===== src/rtl/pipeline_ctrl_pkg.sv =====
// Shared state encodings and default latencies for pipeline_ctrl and its HI/LO sequencer.
// The optional exception-cancel input is enabled with the MD_CANCEL_EN macro.
package pipeline_ctrl_pkg;

  typedef enum logic [1:0] {
    MD_IDLE = 2'd0,
    MD_BUSY = 2'd1,
    MD_DONE = 2'd2
  } md_state_e;

  localparam int unsigned DEF_REG_ADDR_W = 5;
  localparam int unsigned DEF_MUL_LAT    = 4;
  localparam int unsigned DEF_DIV_LAT    = 32;

  function automatic int unsigned max_lat(input int unsigned a, input int unsigned b);
    return (a > b) ? a : b;
  endfunction

endpackage


===== src/rtl/pipeline_ctrl_md_seq.sv =====
// md_seq: IDLE/BUSY/DONE sequencer and down-counter for the multiply/divide (HI/LO) unit.
// With MD_CANCEL_EN defined, cancel_i aborts an operation and drops any start in the same cycle.
module pipeline_ctrl_md_seq
  import pipeline_ctrl_pkg::*;
#(
  parameter int unsigned MUL_LAT = DEF_MUL_LAT,
  parameter int unsigned DIV_LAT = DEF_DIV_LAT,
  parameter int unsigned CNT_W   = $clog2(max_lat(MUL_LAT, DIV_LAT) + 1)
) (
  input  logic             clk_i,
  input  logic             rst_ni,
  input  logic             start_i,
  input  logic             is_div_i,
`ifdef MD_CANCEL_EN
  input  logic             cancel_i,
`endif
  output logic             busy_o,
  output logic             done_o,
  output logic [CNT_W-1:0] count_o
);

  localparam logic [CNT_W-1:0] MulLoad = CNT_W'(MUL_LAT - 1);
  localparam logic [CNT_W-1:0] DivLoad = CNT_W'(DIV_LAT - 1);
  localparam logic [CNT_W-1:0] CntOne  = CNT_W'(1);

  md_state_e        state_q, state_d;
  logic [CNT_W-1:0] count_q, count_d;
  logic             cancel;

`ifdef MD_CANCEL_EN
  assign cancel = cancel_i;
`else
  assign cancel = 1'b0;
`endif

  always_ff @(posedge clk_i or negedge rst_ni) begin
    if (!rst_ni) begin
      state_q <= MD_IDLE;
      count_q <= '0;
    end else begin
      state_q <= state_d;
      count_q <= count_d;
    end
  end

  always_comb begin
    state_d = state_q;
    count_d = count_q;
    done_o  = 1'b0;
    unique case (state_q)
      MD_IDLE, MD_DONE: begin
        // A cancelled op must not write HI/LO, so the DONE pulse is masked too.
        done_o  = (state_q == MD_DONE) & ~cancel;
        count_d = '0;
        if (start_i & ~cancel) begin
          state_d = MD_BUSY;
          count_d = is_div_i ? DivLoad : MulLoad;
        end else begin
          state_d = MD_IDLE;
        end
      end
      MD_BUSY: begin
        if (cancel) begin
          state_d = MD_IDLE;
          count_d = '0;
        end else if (count_q == '0) begin
          state_d = MD_DONE;
        end else begin
          count_d = count_q - CntOne;
        end
      end
      default: begin
        state_d = MD_IDLE;
        count_d = '0;
      end
    endcase
  end

  assign busy_o  = (state_q == MD_BUSY);
  assign count_o = count_q;

endmodule


===== src/rtl/pipeline_ctrl.sv =====
// Load-use and HI/LO structural hazard controller for the 5-stage MIPS pipeline.
// Define MD_CANCEL_EN to add the mdCancel exception-flush input.
module pipeline_ctrl
  import pipeline_ctrl_pkg::*;
#(
  parameter int unsigned REG_ADDR_W = DEF_REG_ADDR_W,
  parameter int unsigned MUL_LAT    = DEF_MUL_LAT,
  parameter int unsigned DIV_LAT    = DEF_DIV_LAT,
  parameter int unsigned CNT_W      = $clog2(max_lat(MUL_LAT, DIV_LAT) + 1)
) (
  input  logic                  clk,
  input  logic                  rst,
  input  logic [REG_ADDR_W-1:0] rsD,
  input  logic [REG_ADDR_W-1:0] rtD,
  input  logic                  useRsD,
  input  logic                  useRtD,
  input  logic [REG_ADDR_W-1:0] writeRegE,
  input  logic                  regWriteE,
  input  logic                  memToRegE,
  input  logic                  mdStartD,
  input  logic                  mdIsDivD,
  input  logic                  mdReadD,
  input  logic                  branchTakenD,
`ifdef MD_CANCEL_EN
  input  logic                  mdCancel,
`endif
  output logic                  stallF,
  output logic                  stallD,
  output logic                  flushD,
  output logic                  flushE,
  output logic                  mdBusy,
  output logic                  mdDone,
  output logic [CNT_W-1:0]      mdCount
);

  logic lu_haz, md_haz, stall, md_start;

  always_comb begin
    lu_haz = memToRegE & regWriteE & (writeRegE != '0) &
             ((useRsD & (rsD == writeRegE)) | (useRtD & (rtD == writeRegE)));
    md_haz = mdBusy & (mdStartD | mdReadD);
    // Gate with reset so every output reads 0 while reset is held.
    stall  = rst & (lu_haz | md_haz);
    stallF = stall;
    stallD = stall;
    flushE = stall;
    flushD = rst & branchTakenD & ~stall;
    // A start seen while BUSY is already stalled, so only IDLE/DONE can accept.
    md_start = mdStartD & ~stall;
  end

  pipeline_ctrl_md_seq #(
    .MUL_LAT (MUL_LAT),
    .DIV_LAT (DIV_LAT),
    .CNT_W   (CNT_W)
  ) u_md_seq (
    .clk_i    (clk),
    .rst_ni   (rst),
    .start_i  (md_start),
    .is_div_i (mdIsDivD),
`ifdef MD_CANCEL_EN
    .cancel_i (mdCancel),
`endif
    .busy_o   (mdBusy),
    .done_o   (mdDone),
    .count_o  (mdCount)
  );

endmodule


===== config.mk =====
export PLATFORM = sky130hd
export DESIGN_NAME = pipeline_ctrl
export DESIGN_NICKNAME = d
export VERILOG_FILES = /design/src/rtl/pipeline_ctrl_pkg.sv /design/src/rtl/pipeline_ctrl_md_seq.sv /design/src/rtl/pipeline_ctrl.sv
export SDC_FILE = /design/constraint.sdc
export NUM_CORES = 1
export LEC_CHECK = 0
export CORE_MARGIN = 2
export CORE_UTILIZATION = 32
export DETAILED_ROUTE_END_ITERATION = 6
export GPL_ROUTABILITY_DRIVEN = 0
export GPL_TIMING_DRIVEN = 0
export PLACE_DENSITY = 0.85
export SLEW_MARGIN = 20
export SYNTH_ARGS = -nofsm -noshare
export SYNTH_HDL_FRONTEND = slang
export SYNTH_HIERARCHICAL = 1
export SYNTH_SLANG_ARGS = --single-unit

===== constraint.sdc =====
create_clock -name clk -period 1.75 [get_ports clk]
set_input_delay 0.35 -clock clk [delete_from_list [all_inputs] [get_ports clk]]
set_output_delay 0.35 -clock clk [all_outputs]
set_load 0.1 [all_outputs]

* Word level (Yosys, flattened, before mapping)
Cells that the tools add are included.
W data, S select, Z words.
** Operators by class
- Add/subtract/negate cells :: 1
- Eq/ne operators :: 6
- Multiplexer cells :: 8
- Reduce and logical (&&, ||, !) cells :: 4
- Bitwise gates (word level) :: 14
** Operator list (number)
- $mux W6 :: 2
- $pmux W6 S2 :: 1
- $and A1 B1 Y1 :: 10
- $eq A5 B5 Y1 :: 2
- $logic_not A6 Y1 :: 1
- $sub A6 B1 Y6 const B :: 1
- $mux W5 :: 1
- $reduce_bool A5 Y1 :: 1
- $pmux W2 S2 :: 1
- $or A1 B1 Y1 :: 3
- $eq A2 B1 Y1 const B :: 1
- $eq A2 B2 Y1 const B :: 1
- $logic_not A2 Y1 :: 1
- $mux W1 :: 2
- $mux W2 :: 1
- $ne A2 B1 Y1 const B :: 1
- $ne A2 B2 Y1 const B :: 1
- $reduce_or A2 Y1 :: 1
- $not A1 Y1 :: 1
** Storage, ports and cells
- Word-level logic and storage cells :: 35
- Bits in registers :: 8
- Input bits :: 25
- Output and inout bits :: 12

* Longest topological paths before layout
- Word-level depth :: 10
- Mapped depth :: 8
- Mapped depth without buffers :: 8

* Hierarchy
The synthesis kept the hierarchy.
** Modules (own cells, without submodules)
- pipeline_ctrl_md_seq :: area an instance 402.9 µm², cells each 39, times used 1
- pipeline_ctrl :: area an instance 190.2 µm², cells each 28, times used 1

* Least setup slack after synthesis
No wires, ideal clock.
- Kind :: register to output
- Start point :: register u_md_seq.state_q[1]
- End point :: output port stallD
- Path slack :: -1.368 ns
- Arrival time :: 2.768 ns
- Stages on the path, launching flop included :: 7
- Cells stage by stage :: dfrtp_1 -> nand2b_1 -> inv_1 -> o21ai_0 -> nor2_1 -> a31o_1 -> buf_4
** Between the ends
- Cells in the longest elaborated chain, start to end :: 4
** Ends and longest elaborated chain
- from (decl) :: line pipeline_ctrl_md_seq.sv:26 : md_state_e state_q, state_d;
- from (signal assigned) :: line pipeline_ctrl_md_seq.sv:41 : state_q <= state_d;
- $eq A2 B1 Y1 :: line pipeline_ctrl_md_seq.sv:79 : assign busy_o = (state_q == MD_BUSY);
- net mdBusy :: line pipeline_ctrl.sv:31 : output logic mdBusy,
- $and A1 B1 Y1 :: line pipeline_ctrl.sv:41 : md_haz = mdBusy & (mdStartD | mdReadD);
- $or A1 B1 Y1 :: line pipeline_ctrl.sv:43 : stall = rst & (lu_haz | md_haz);
- $and A1 B1 Y1 :: line pipeline_ctrl.sv:43
- to (decl) :: line pipeline_ctrl.sv:28 : output logic stallD,
The timed path passes the listed nets, and every way through them passes these cells.

* Final worst setup path
- Start point :: input port writeRegE[4]
- End point :: output port stallF
** Between the ends
- Cells in the longest elaborated chain, start to end :: 6
- Elaborated cells on any way between the ends :: 10
** Ends and longest elaborated chain
- from (decl) :: line pipeline_ctrl.sv:17 : input logic [REG_ADDR_W-1:0] writeRegE,
- $eq A5 B5 Y1 :: line pipeline_ctrl.sv:40 : ((useRsD & (rsD == writeRegE)) | (useRtD & (rtD == writeRegE)));
- $and A1 B1 Y1 :: line pipeline_ctrl.sv:40
- $or A1 B1 Y1 :: line pipeline_ctrl.sv:40
- $and A1 B1 Y1 * :: line pipeline_ctrl.sv:39 : lu_haz = memToRegE & regWriteE & (writeRegE != '0) &
- $or A1 B1 Y1 * :: line pipeline_ctrl.sv:43
- $and A1 B1 Y1 * :: line pipeline_ctrl.sv:43
- to (decl) :: line pipeline_ctrl.sv:27 : output logic stallF,
Every way passes the cells marked *; elsewhere a longest branch is shown, timed or not.

==> results by group <==
Worst setup path
  – Endpoint arrival time on the critical path: 1700 ps
  – Source of the critical timing path: writeRegE[4]
  – CP Launch Type: input pin
  – Type of the setup path with the least slack: input pin to output port
  – Crit Reg-Reg Startpoint: u_md_seq/count_o[2]
  – Kind of capture point of the worst setup path: output port
  – Required time at the endpoint of the critical path: 1400 ps
  – Slack of the worst reg-to-reg path: 160 ps
  – Critical-path maximum fanout: 3

Hold path
  – HP Class: input pin to asynchronous set/reset pin

Global route
  – First-pass GRT wire length: 2950 um
  – Initial antenna violation count: 0
  – Number of global-route vias before repair: 690
  – Global-route usage over all layers: 0.192
  – Largest net degree at the start of global routing: 14
  – Total congestion overflow after global routing: 0

Drt
  – Antenna-violating nets left: 0
  – DRC violation total after the first TritonRoute iteration: 8
  – Aggregate routed wire length: between 1500 and 2000 um
  – Via density per instance: 4.91
  – First drt pass iteration count: 4
  – Via count of the routed design: 673
  – Detail-routed net length per standard cell: 14.0 um
  – DRC violation count after routing: 0

STA
  – Count of pins over their slew limit: 0
  – Final clock period utilization by the worst path: 1.17
  – Setup repair after global routing missed its margin: true
  – Final number of hold-violating endpoints: 0
  – Normalized max-slew margin: 0.639
  – Max Clock Skew: roughly 5.4 ps
  – Worst hold margin: approximately 180 ps
  – Final-report setup violation count: 6
  – Worst-case setup margin in the final layout: -298 ps
  – Highest achievable clock rate: 488 MHz
  – Shortest period the worst path allows: 2050 ps
  – Slew of the pin with the lowest slew margin: 541 ps

Floorplan
  – Initial Utilization: 0.343
  – DIE AREA: 2210 um2
  – Horizontal extent of the die: around 47 um
  – Area of the core region: 1730 um2
  – Number of rows created at floorplan: 15
  – Num ports: 37
  – Die height: about 47 um

Finish
  – Layout filler cell count: about 140
  – Final net count: 139
  – Area added between synthesis and finish: 96.2%
  – Fin util: 0.674
  – Multi-input gate area in the final layout: between 400 and 500 um2
  – Total area of sequential cells: 206 um2
  – Fraction of final layout cells with drive strength greater than 1: 0.375
  – Number of antenna diodes: 0

Place
  – Post-placement worst setup slack: -1630 ps
  – Number of buffers added on ports: 36
  – Total half-perimeter wirelength after legalization and detailed placement: 1370 um

Run status
  – Status: complete, but fails checks
  – Failing checks: setup timing

CTS
  – Number of buffers between clock root and the deepest sink: 2
  – Clock slew seen by the registers of the worst setup and hold paths: around 60 ps
  – Number of sinks driven by the clock tree: 8
  – CTS tree: built
  – Maximum level of the CTS H-tree: 1
  – Number of buffers created by CTS: 3
  – Clock latency on the worst-skew pair: 250 ps
  – Post-cts hold buffer count: 0
  – CTS Root Buffer Type: sky130_fd_sc_hd__clkbuf_4

Power and ir drop
  – Maximum VDD drop: 1610 uV
  – Leak pwr: 0.481 nW
  – Power Total: 2.21 mW
  – Power Dens Cells: roughly 1900 nW/um2

Yosys
  – Post-synth EDFFs: 0
  – Most used flip-flop cell after synthesis: sky130_fd_sc_hd__dfrtp_1
  – Proportion of register bits with asynchronous set or reset after synthesis: 1.00
  – Flip-flop and latch count after synthesis: 8
  – Cell Area, Synth: slightly below 600 um2
  – Post-synthesis cell count: between 60 and 70
  – Total number of yosys warnings: 6
  – Distinct cells, synth: 26
  – Net count of the mapped netlist: 93
  – Seq/Total Area, Yosys: 0.338
  – Post-Syn Area per Cell: 8.85 um2

Run
  – Number of max-capacitance violations reported: 0
==> area by class of cell <==
type	instances	share of cell area
tap	25	0.0269
multi-input combinational	53	0.369
sequential	8	0.177
timing repair buffer	41	0.361
buffer	2	0.0269
clock buffer	4	0.0226
inverter	4	0.0161
==> per-stage QoR <==
step           std cells  TNS (ps)  area [um2]
6_report             137     -1100        1160
5_1_grt              137     -1630        1160
4_1_cts              136     -1310        1160
3_5_place_dp         128    -10660        1050
3_3_place_gp         128    -10380        1050
2_1_floorplan         67     -1810         656
==> what timing repair did <==
item | 4_1_cts | 5_1_grt
gates resized for setup | 95 | 6
endpoints found under the hold margin | 0 | 0
cloned | 0 | 0
setup buffers | 4 | 1
pin swaps | 15 | 7
endpoints found under the setup margin | 18 | 8
==> sequential cells by signal (all words and copies together), names as in the netlist <==
signal            cells
u_md_seq/count_o      6
u_md_seq/state_q      2
==> critical path: stages <==
cell	delay [ps]
sky130_fd_sc_hd__buf_8	90
sky130_fd_sc_hd__or3_4	370
sky130_fd_sc_hd__o311a_4	330
sky130_fd_sc_hd__a31o_4	270
sky130_fd_sc_hd__buf_12	120
sky130_fd_sc_hd__buf_12	150
==> Yosys cell counts (all sizes together) (3+ instances only) <==
library cell  number  area share
xnor2             13        0.19
dfrtp              8        0.34
nand2              6       0.038
o21ai              6       0.051
inv                4       0.025
nand2b             3       0.032
o311a              3       0.051
==> logic make-up after synthesis <==
family,Yosys count,synth area share
AO/OA/AOI/OAI,16,0.179
XOR/XNOR,13,0.192
adder cells (fa/ha/maj),1,0.0211
buffers and inverters,6,0.0506
flip-flops,8,0.338
AND/OR/NAND/NOR,23,0.219
==> routing by layer <==
| layer | vias to the layer above | global-route usage | wire [um] |
|---|---|---|---|
| met1 | 308 | 0.216 | 762 |
| li1 | 329 | - | - |
| met2 | 36 | 0.359 | 940 |
| met4 | 0 | 0.0500 | 0 |
| met5 | - | 0 | 0 |
| met3 | 0 | 0.0462 | 214 |
==> cells in the final DEF (no fill, tap or decap), types with 2 or more instances in the layout <==
| cell type | n |
|---|---|
| sky130_fd_sc_hd__clkdlybuf4s15_2 | 6 |
| sky130_fd_sc_hd__xnor2_1 | 13 |
| sky130_fd_sc_hd__dlygate4sd2_1 | 10 |
| sky130_fd_sc_hd__or3_4 | 2 |
| sky130_fd_sc_hd__nand2_1 | 6 |
| sky130_fd_sc_hd__clkbuf_4 | 3 |
| sky130_fd_sc_hd__inv_1 | 3 |
| sky130_fd_sc_hd__o211ai_1 | 2 |
| sky130_fd_sc_hd__o311a_1 | 2 |
| sky130_fd_sc_hd__nand4_1 | 2 |
| sky130_fd_sc_hd__dfrtp_2 | 5 |
| sky130_fd_sc_hd__buf_6 | 5 |
| sky130_fd_sc_hd__o21ai_0 | 5 |
| sky130_fd_sc_hd__buf_12 | 4 |
| sky130_fd_sc_hd__nor2_1 | 2 |
| sky130_fd_sc_hd__clkdlybuf4s50_1 | 8 |
| sky130_fd_sc_hd__nand2b_1 | 2 |
| sky130_fd_sc_hd__buf_4 | 3 |
| sky130_fd_sc_hd__buf_2 | 3 |
| sky130_fd_sc_hd__dfrtp_1 | 3 |
==> power breakdown <==
part	leakage (nW)	internal [mW]	switching, mW	total, mW
Combinational	0.370	0.533	1.15	1.68
Sequential	0.0960	0.281	0.101	0.382
Clock	0.0150	0.0871	0.0615	0.149
Total	0.481	0.901	1.31	2.21
==> worst paths after layout <==
| path | end | cells after the start |
|---|---|---|
| max | stallF | 6 |
| min | u_md_seq/count_o[5] | 1 |
| max reg2reg | u_md_seq/count_o[5] | 3 |
| min reg2reg | u_md_seq/count_o[5] | 2 |
| max in group asynchronous | u_md_seq/count_o[1] | 1 |
| min in group clk | u_md_seq/count_o[5] | 2 |
(Power assumes the default switching activity.)
